## config.mk

```make
export PLATFORM = sky130hd
export DESIGN_NAME = btn_click_decoder
export DESIGN_NICKNAME = d
export VERILOG_FILES = /design/src/rtl/btn_click_decoder.sv
export SDC_FILE = /design/constraint.sdc
export NUM_CORES = 1
export LEC_CHECK = 0
export CAP_MARGIN = 20
export CORE_AREA = 2 2 59 61
export CTS_CLUSTER_SIZE = 12
export DETAILED_ROUTE_END_ITERATION = 7
export DIE_AREA = 0 0 61 63
export GPL_ROUTABILITY_DRIVEN = 1
export GPL_TIMING_DRIVEN = 0
export PLACE_DENSITY = 0.87
export SYNTH_ARGS = -nofsm -noshare
export SYNTH_HDL_FRONTEND = slang
export SYNTH_SLANG_ARGS = --single-unit
export TNS_END_PERCENT = 5
```

## constraint.sdc

```tcl
create_clock -name clk -period 2.5 [get_ports clk]
set_input_delay 0.375 -clock clk [delete_from_list [all_inputs] [get_ports clk]]
set_output_delay 0.375 -clock clk [all_outputs]
set_load 0.02 [all_outputs]
```

## src/rtl/btn_click_decoder.sv

```systemverilog
// Resynchronises a debounced button pulse, classifies presses as single/double
// clicks and hands events out over valid/ready. Optional macro: BTN_CLICK_PRESS_CNT_EN.
module btn_click_decoder #(
  parameter int unsigned WINDOW_CYCLES = 25000000,
  parameter int unsigned SYNC_STAGES   = 2
) (
  input  logic       clk,
  input  logic       rst_n,
  input  logic       btn_in,
  output logic       evt_valid,
  output logic       evt_double,
  input  logic       evt_ready,
  output logic       ovr_flag,
  input  logic       ovr_clr,
  output logic [7:0] press_count
);

  localparam int unsigned TW = $clog2(WINDOW_CYCLES);
  localparam logic [TW-1:0] TIMER_LOAD = TW'(WINDOW_CYCLES - 1);

  typedef enum logic {
    IDLE,
    WAIT2
  } state_e;

  logic [SYNC_STAGES-1:0] sync_q;
  logic                   prev_q;
  logic                   rise;
  state_e                 state_q, state_d;
  logic [TW-1:0]          timer_q, timer_d;
  logic                   gen_evt, gen_double;
  logic                   valid_q, valid_d;
  logic                   double_q, double_d;
  logic                   ovr_q, ovr_d;

  // btn_in is asynchronous, so it only enters the design through this chain
  always_ff @(posedge clk or negedge rst_n) begin
    if (!rst_n) begin
      sync_q <= '0;
      prev_q <= 1'b0;
    end else begin
      sync_q <= {sync_q[SYNC_STAGES-2:0], btn_in};
      prev_q <= sync_q[SYNC_STAGES-1];
    end
  end

  assign rise = sync_q[SYNC_STAGES-1] & ~prev_q;

  always_ff @(posedge clk or negedge rst_n) begin
    if (!rst_n) begin
      state_q  <= IDLE;
      timer_q  <= '0;
      valid_q  <= 1'b0;
      double_q <= 1'b0;
      ovr_q    <= 1'b0;
    end else begin
      state_q  <= state_d;
      timer_q  <= timer_d;
      valid_q  <= valid_d;
      double_q <= double_d;
      ovr_q    <= ovr_d;
    end
  end

  // A second press wins even on the timer==0 cycle, so rise is tested first
  always_comb begin
    state_d    = state_q;
    timer_d    = timer_q;
    gen_evt    = 1'b0;
    gen_double = 1'b0;
    case (state_q)
      IDLE: begin
        if (rise) begin
          state_d = WAIT2;
          timer_d = TIMER_LOAD;
        end
      end
      WAIT2: begin
        if (rise) begin
          gen_evt    = 1'b1;
          gen_double = 1'b1;
          state_d    = IDLE;
        end else if (timer_q != '0) begin
          timer_d = timer_q - TW'(1);
        end else begin
          gen_evt = 1'b1;
          state_d = IDLE;
        end
      end
      default: state_d = IDLE;
    endcase
  end

  // New events may replace an event that is being accepted this cycle;
  // otherwise a held event is never disturbed and the newcomer is dropped.
  always_comb begin
    valid_d  = valid_q;
    double_d = double_q;
    ovr_d    = ovr_q;
    if (gen_evt && (!valid_q || evt_ready)) begin
      valid_d  = 1'b1;
      double_d = gen_double;
    end else if (valid_q && evt_ready) begin
      valid_d = 1'b0;
    end
    if (gen_evt && valid_q && !evt_ready) begin
      ovr_d = 1'b1;
    end else if (ovr_clr) begin
      ovr_d = 1'b0;
    end
  end

  assign evt_valid  = valid_q;
  assign evt_double = double_q;
  assign ovr_flag   = ovr_q;

`ifdef BTN_CLICK_PRESS_CNT_EN
  logic [7:0] count_q, count_d;

  always_comb begin
    count_d = count_q;
    if (rise && (count_q != 8'hFF)) begin
      count_d = count_q + 8'd1;
    end
  end

  always_ff @(posedge clk or negedge rst_n) begin
    if (!rst_n) begin
      count_q <= 8'd0;
    end else begin
      count_q <= count_d;
    end
  end

  assign press_count = count_q;
`else
  assign press_count = 8'd0;
`endif

endmodule

```

# Yosys cells after proc, flatten, opt, wreduce, memory -nomap -nowiden
# Index checks and enable logic that the tools add are counted.
dict set report classes {
  reduce_logical 11
  n_eq_ne 3
  n_addsub 1
  bitwise 3
  muxes 16
}
# operator count
set op_table {}
lappend op_table {{$mux W25} 3}
lappend op_table {{$pmux W25 S2} 1}
lappend op_table {{$reduce_bool A25 Y1} 1}
lappend op_table {{$sub A25 B1 Y25 const B} 1}
lappend op_table {{$mux W1} 11}
lappend op_table {{$logic_and A1 B1 Y1} 4}
lappend op_table {{$ne A2 B2 Y1 const B} 2}
lappend op_table {{$reduce_bool A2 Y1} 2}
lappend op_table {{$reduce_and A3 Y1} 1}
lappend op_table {{$logic_not A1 Y1} 2}
lappend op_table {{$ne A2 B1 Y1 const B} 1}
lappend op_table {{$not A1 Y1} 2}
lappend op_table {{$pmux W1 S2} 1}
lappend op_table {{$and A1 B1 Y1} 1}
lappend op_table {{$logic_or A1 B1 Y1} 1}
dict set report totals {
  register_bits 32
  in_bits 5
  wordCells 41
}

# Longest topological paths before layout
dict set report logic_depth {
  depth_word 7
  mapped_depth 8
  ltp_nobuf 7
}

# Least setup slack after synthesis
# Ideal clock, no wire load.
dict set report synth_path {
  kind {flip-flop to flip-flop}
  start {register timer_q[0]}
  end {register timer_q[18]}
  path_buffers 1
  arrival_ns 2.202
  synth_period_minus_slack_ns 2.338
  setup_slack_ns 0.162
  path_stages_with_launch 9
  setup_time_ns 0.136
  required_time_ns 2.364
  cell_sequence {dfrtp_1 -> inv_1 -> ha_1 -> nor2b_1 -> and4_1 -> clkbuf_1 -> or4_1 -> o21ai_0 -> or3b_2}
}
dict set report synth_between {
  elab_chain_cells 4
  elab_cells_between_ends 7
}
# element line
set synth_lines {}
lappend synth_lines {{start, declared} 30} ;# logic [TW-1:0] timer_q, timer_d;
lappend synth_lines {{start signal, assigned} 58} ;# timer_q <= timer_d;
lappend synth_lines {{$sub A25 B1 Y25} 84} ;# timer_d = timer_q - TW'(1);
lappend synth_lines {{$mux W25} 83} ;# end else if (timer_q != '0) begin
lappend synth_lines {{$mux W25} 79} ;# if (rise) begin
lappend synth_lines {{$pmux W25 S2} 71} ;# case (state_q)
# Several ways; a longest one is shown, not always the timed one. The select of a mux whose other input is x is not followed.
# A chain may end at the register's enable or synchronous reset.

# Final worst setup path
# Ends and elaborated chain as after synthesis.

==> impl_metrics.env <==
export IMPL_ctsRootBufferMaster="clkbuf_4"
export IMPL_grt_pass1_vias=1346
export IMPL_hp_class="in2async"
export IMPL_clkSlewWorstSetupHoldPaths_ps=100
export IMPL_cts_tree="done"
export IMPL_crit_family="simple AND/OR/NAND/NOR gates"
export IMPL_fin_skew_ps=7.88
export IMPL_max_freq_ghz=0.421
export IMPL_slew_headroom=0.540
export IMPL_synth_simple_area_share=0.289
export IMPL_dieArea_um2=3840
export IMPL_final_common_cell="dfrtp_1"
export IMPL_p_sw_uw=373
export IMPL_leakage_nw=0.758
export IMPL_synth_fa_ha_area_frac=0.0146
export IMPL_die_width_um=61
export IMPL_endpoint_kind="flop"
export IMPL_h_tree_depth=2
export IMPL_ir_worst_vdd_v=0.000327
export IMPL_cts_sinks=32
export IMPL_layout_common_cells="32 x dfrtp_1, 20 x nand2_1, 17 x nor2_1"
export IMPL_syn_mean_instance_area_um2=9.20
export IMPL_die_h_um=63
export IMPL_async_flop_share=1.00
export IMPL_synth_edf_count=0
export IMPL_yosysTopAreaCellShare=0.468
export IMPL_drv_cap=0
export IMPL_hold_viol=0
export IMPL_cts_hold_buf=0
export IMPL_preCtsSetupSlack_ps=-35.8
export IMPL_fin_ws_ps=125
export IMPL_tightest_slew_ps=690
export IMPL_yosysWarnings=0
export IMPL_finalCritPeriodShare=0.950
export IMPL_numCtsBuffers=5
export IMPL_grt_max_degree=33
export IMPL_drc=0
export IMPL_path_class="reg2reg"
export IMPL_period_minus_slack_ps=2380
export IMPL_synth_compound_area_frac=0.0914
export IMPL_wire_per_inst_um=13.9
export IMPL_synthCells=186
export IMPL_synth_area_leaders="dfrtp_1 47%, mux2i_1 4.7%, nand2_1 4.4%"
export IMPL_diodes=0
export IMPL_crit_arrival_ps=2600
export IMPL_gp_congestion=0.813
export IMPL_p_comb_frac=0.234
export IMPL_antenna_found_initial=0
export IMPL_crit_path_start_kind="flop"
export IMPL_cp_max_fo=7
export IMPL_synth_xor_area_frac=0.0307
export IMPL_track_usage=0.204
export IMPL_grt_first_pass_wirelength_um=5800
export IMPL_synth_top_family_by_area="simple AND/OR/NAND/NOR gates"
export IMPL_ant_nets=0
export IMPL_vias=1481
export IMPL_internal_power_uw=818
export IMPL_viasPerCell=5.74
export IMPL_grt_ovfl_total=0
export IMPL_worst_skew_pair_late_latency_ps=340
export IMPL_ios=16
export IMPL_p_per_area_nw_per_um2=603
export IMPL_ys_flop_type="dfrtp_1"
export IMPL_rows=21
export IMPL_seq_area_frac_synth=0.468
export IMPL_clock_path_buffers=2
export IMPL_yosysTopAreaCell="dfrtp_1"
export IMPL_total_power_mw=1.19
export IMPL_cp_slowest_cell="or4_4"
export IMPL_ys_types=35
export IMPL_netlist_area_um2=1710
export IMPL_layout_nets=218
export IMPL_ys_seq_elements=32
export IMPL_rsz0062_at_grt="false"
export IMPL_dp_hpwl_um=2440
export IMPL_drive_gt1_frac=0.127
export IMPL_whs_ps=64.4
export IMPL_clkPwrFrac=0.261
export IMPL_seq_power_share=0.506
export IMPL_port_buffers=7
export IMPL_status="finished, final reports clean"
export IMPL_slowest_delay_ps=570
export IMPL_core_region_area_um2=3230
export IMPL_critPathBufInv=1
export IMPL_final_setup_tns_ps=0
export IMPL_syn2layout_area_growth_pct=15.4
export IMPL_dr_pass1_iters=4
export IMPL_drt_iter0_markers=86
export IMPL_setup_viol=0
export IMPL_initial_core_util=0.530
export IMPL_switching_share=0.313
export IMPL_cp_required_ps=2720
export IMPL_yosys_mux_area_fraction=0.0468
export IMPL_critical_path_cell_chain="inv_1, ha_1, nor2b_1, and4_1, or4_4, o21ai_0, or3b_2"
export IMPL_wl_um=3590
export IMPL_drv_slew=0
-- registers in the layout, summed over array words and instances, names as in the netlist --
| name | cells |
|---|---|
| timer_q | 25 |
| sync_q | 2 |
| evt_double | 1 |
| evt_valid | 1 |
| ovr_flag | 1 |
| prev_q | 1 |
| state_q | 1 |
-- layout make-up --
cell class	instances	area, µm²
multi-input cells	143	862
fillers	280	1260
inverters	4	15.0
repair buffers	12	103
plain buffers	13	78.8
well taps	46	57.6
flip-flops and latches	32	801
clock buffers	8	58.8
-- layer usage --
metal	track usage	up-vias	routed length, µm
met3	0.0642	10	124
met2	0.305	30	1740
met1	0.261	725	1640
li1	-	716	-
met4	0.101	0	85
met5	0	-	0
-- synthesized netlist by cell type (all sizes together), types with 6 or more instances --
cell type / instances
dfrtp: 32
nand2: 20
nor2: 17
nor4: 11
o21ai: 9
buf: 8
mux2i: 8
nand3: 8
or4: 8
nor3: 7
clkbuf: 6
-- cell families after synthesis --
logic type,after synthesis
xor+xnor,6
compound gates,25
fa+ha+maj,2
buf+inv,18
flops,32
simple gates,94
mux,8
other cells,1
-- worst paths after layout --
path	start	endpoint	slack, ps	cells after the start
min in group clk	sync_q[0]$_DFF_PN0_	sync_q[1]$_DFF_PN0_	360	0
max in group asynchronous	rst_n	timer_q[14]$_DFFE_PN0P_	1980	1
worst max register to register	timer_q[0]$_DFFE_PN0P_	timer_q[18]$_DFFE_PN0P_	120	7
worst min register to register	sync_q[0]$_DFF_PN0_	sync_q[1]$_DFF_PN0_	360	0
worst min-delay path	rst_n	timer_q[17]$_DFFE_PN0P_	60	1
worst max-delay path	timer_q[0]$_DFFE_PN0P_	timer_q[18]$_DFFE_PN0P_	120	7
-- power by group through the flow --
stage,sequential (mW),clock [mW],combinational (mW)
CTS,0.599,0.319,0.219
global placement,0.606,0,0.207
finish,0.602,0.310,0.279
global route,0.608,0.349,0.301
detailed placement,0.609,0,0.212
floorplan,0.601,0,0.151
-- repair_timing --
| action | 4_1_cts | 5_1_grt |
|---|---|---|
| setup endpoints to repair | 1 | 4 |
| gates resized for setup | 1 | 3 |
| pin swaps | 0 | 1 |
| setup buffers | 0 | 5 |
-- stage by stage --
| stage | area, µm² | utilization | instances |
|---|---|---|---|
| floorplan | 1740 | - | 193 |
| global placement | 1870 | 0.577 | 246 |
| detailed placement | 1860 | 0.576 | 246 |
| CTS | 1920 | 0.595 | 254 |
| global route | 1980 | 0.611 | 258 |
| finish | 1980 | 0.611 | 258 |
Note: power is estimated with default switching activity, not from simulation.
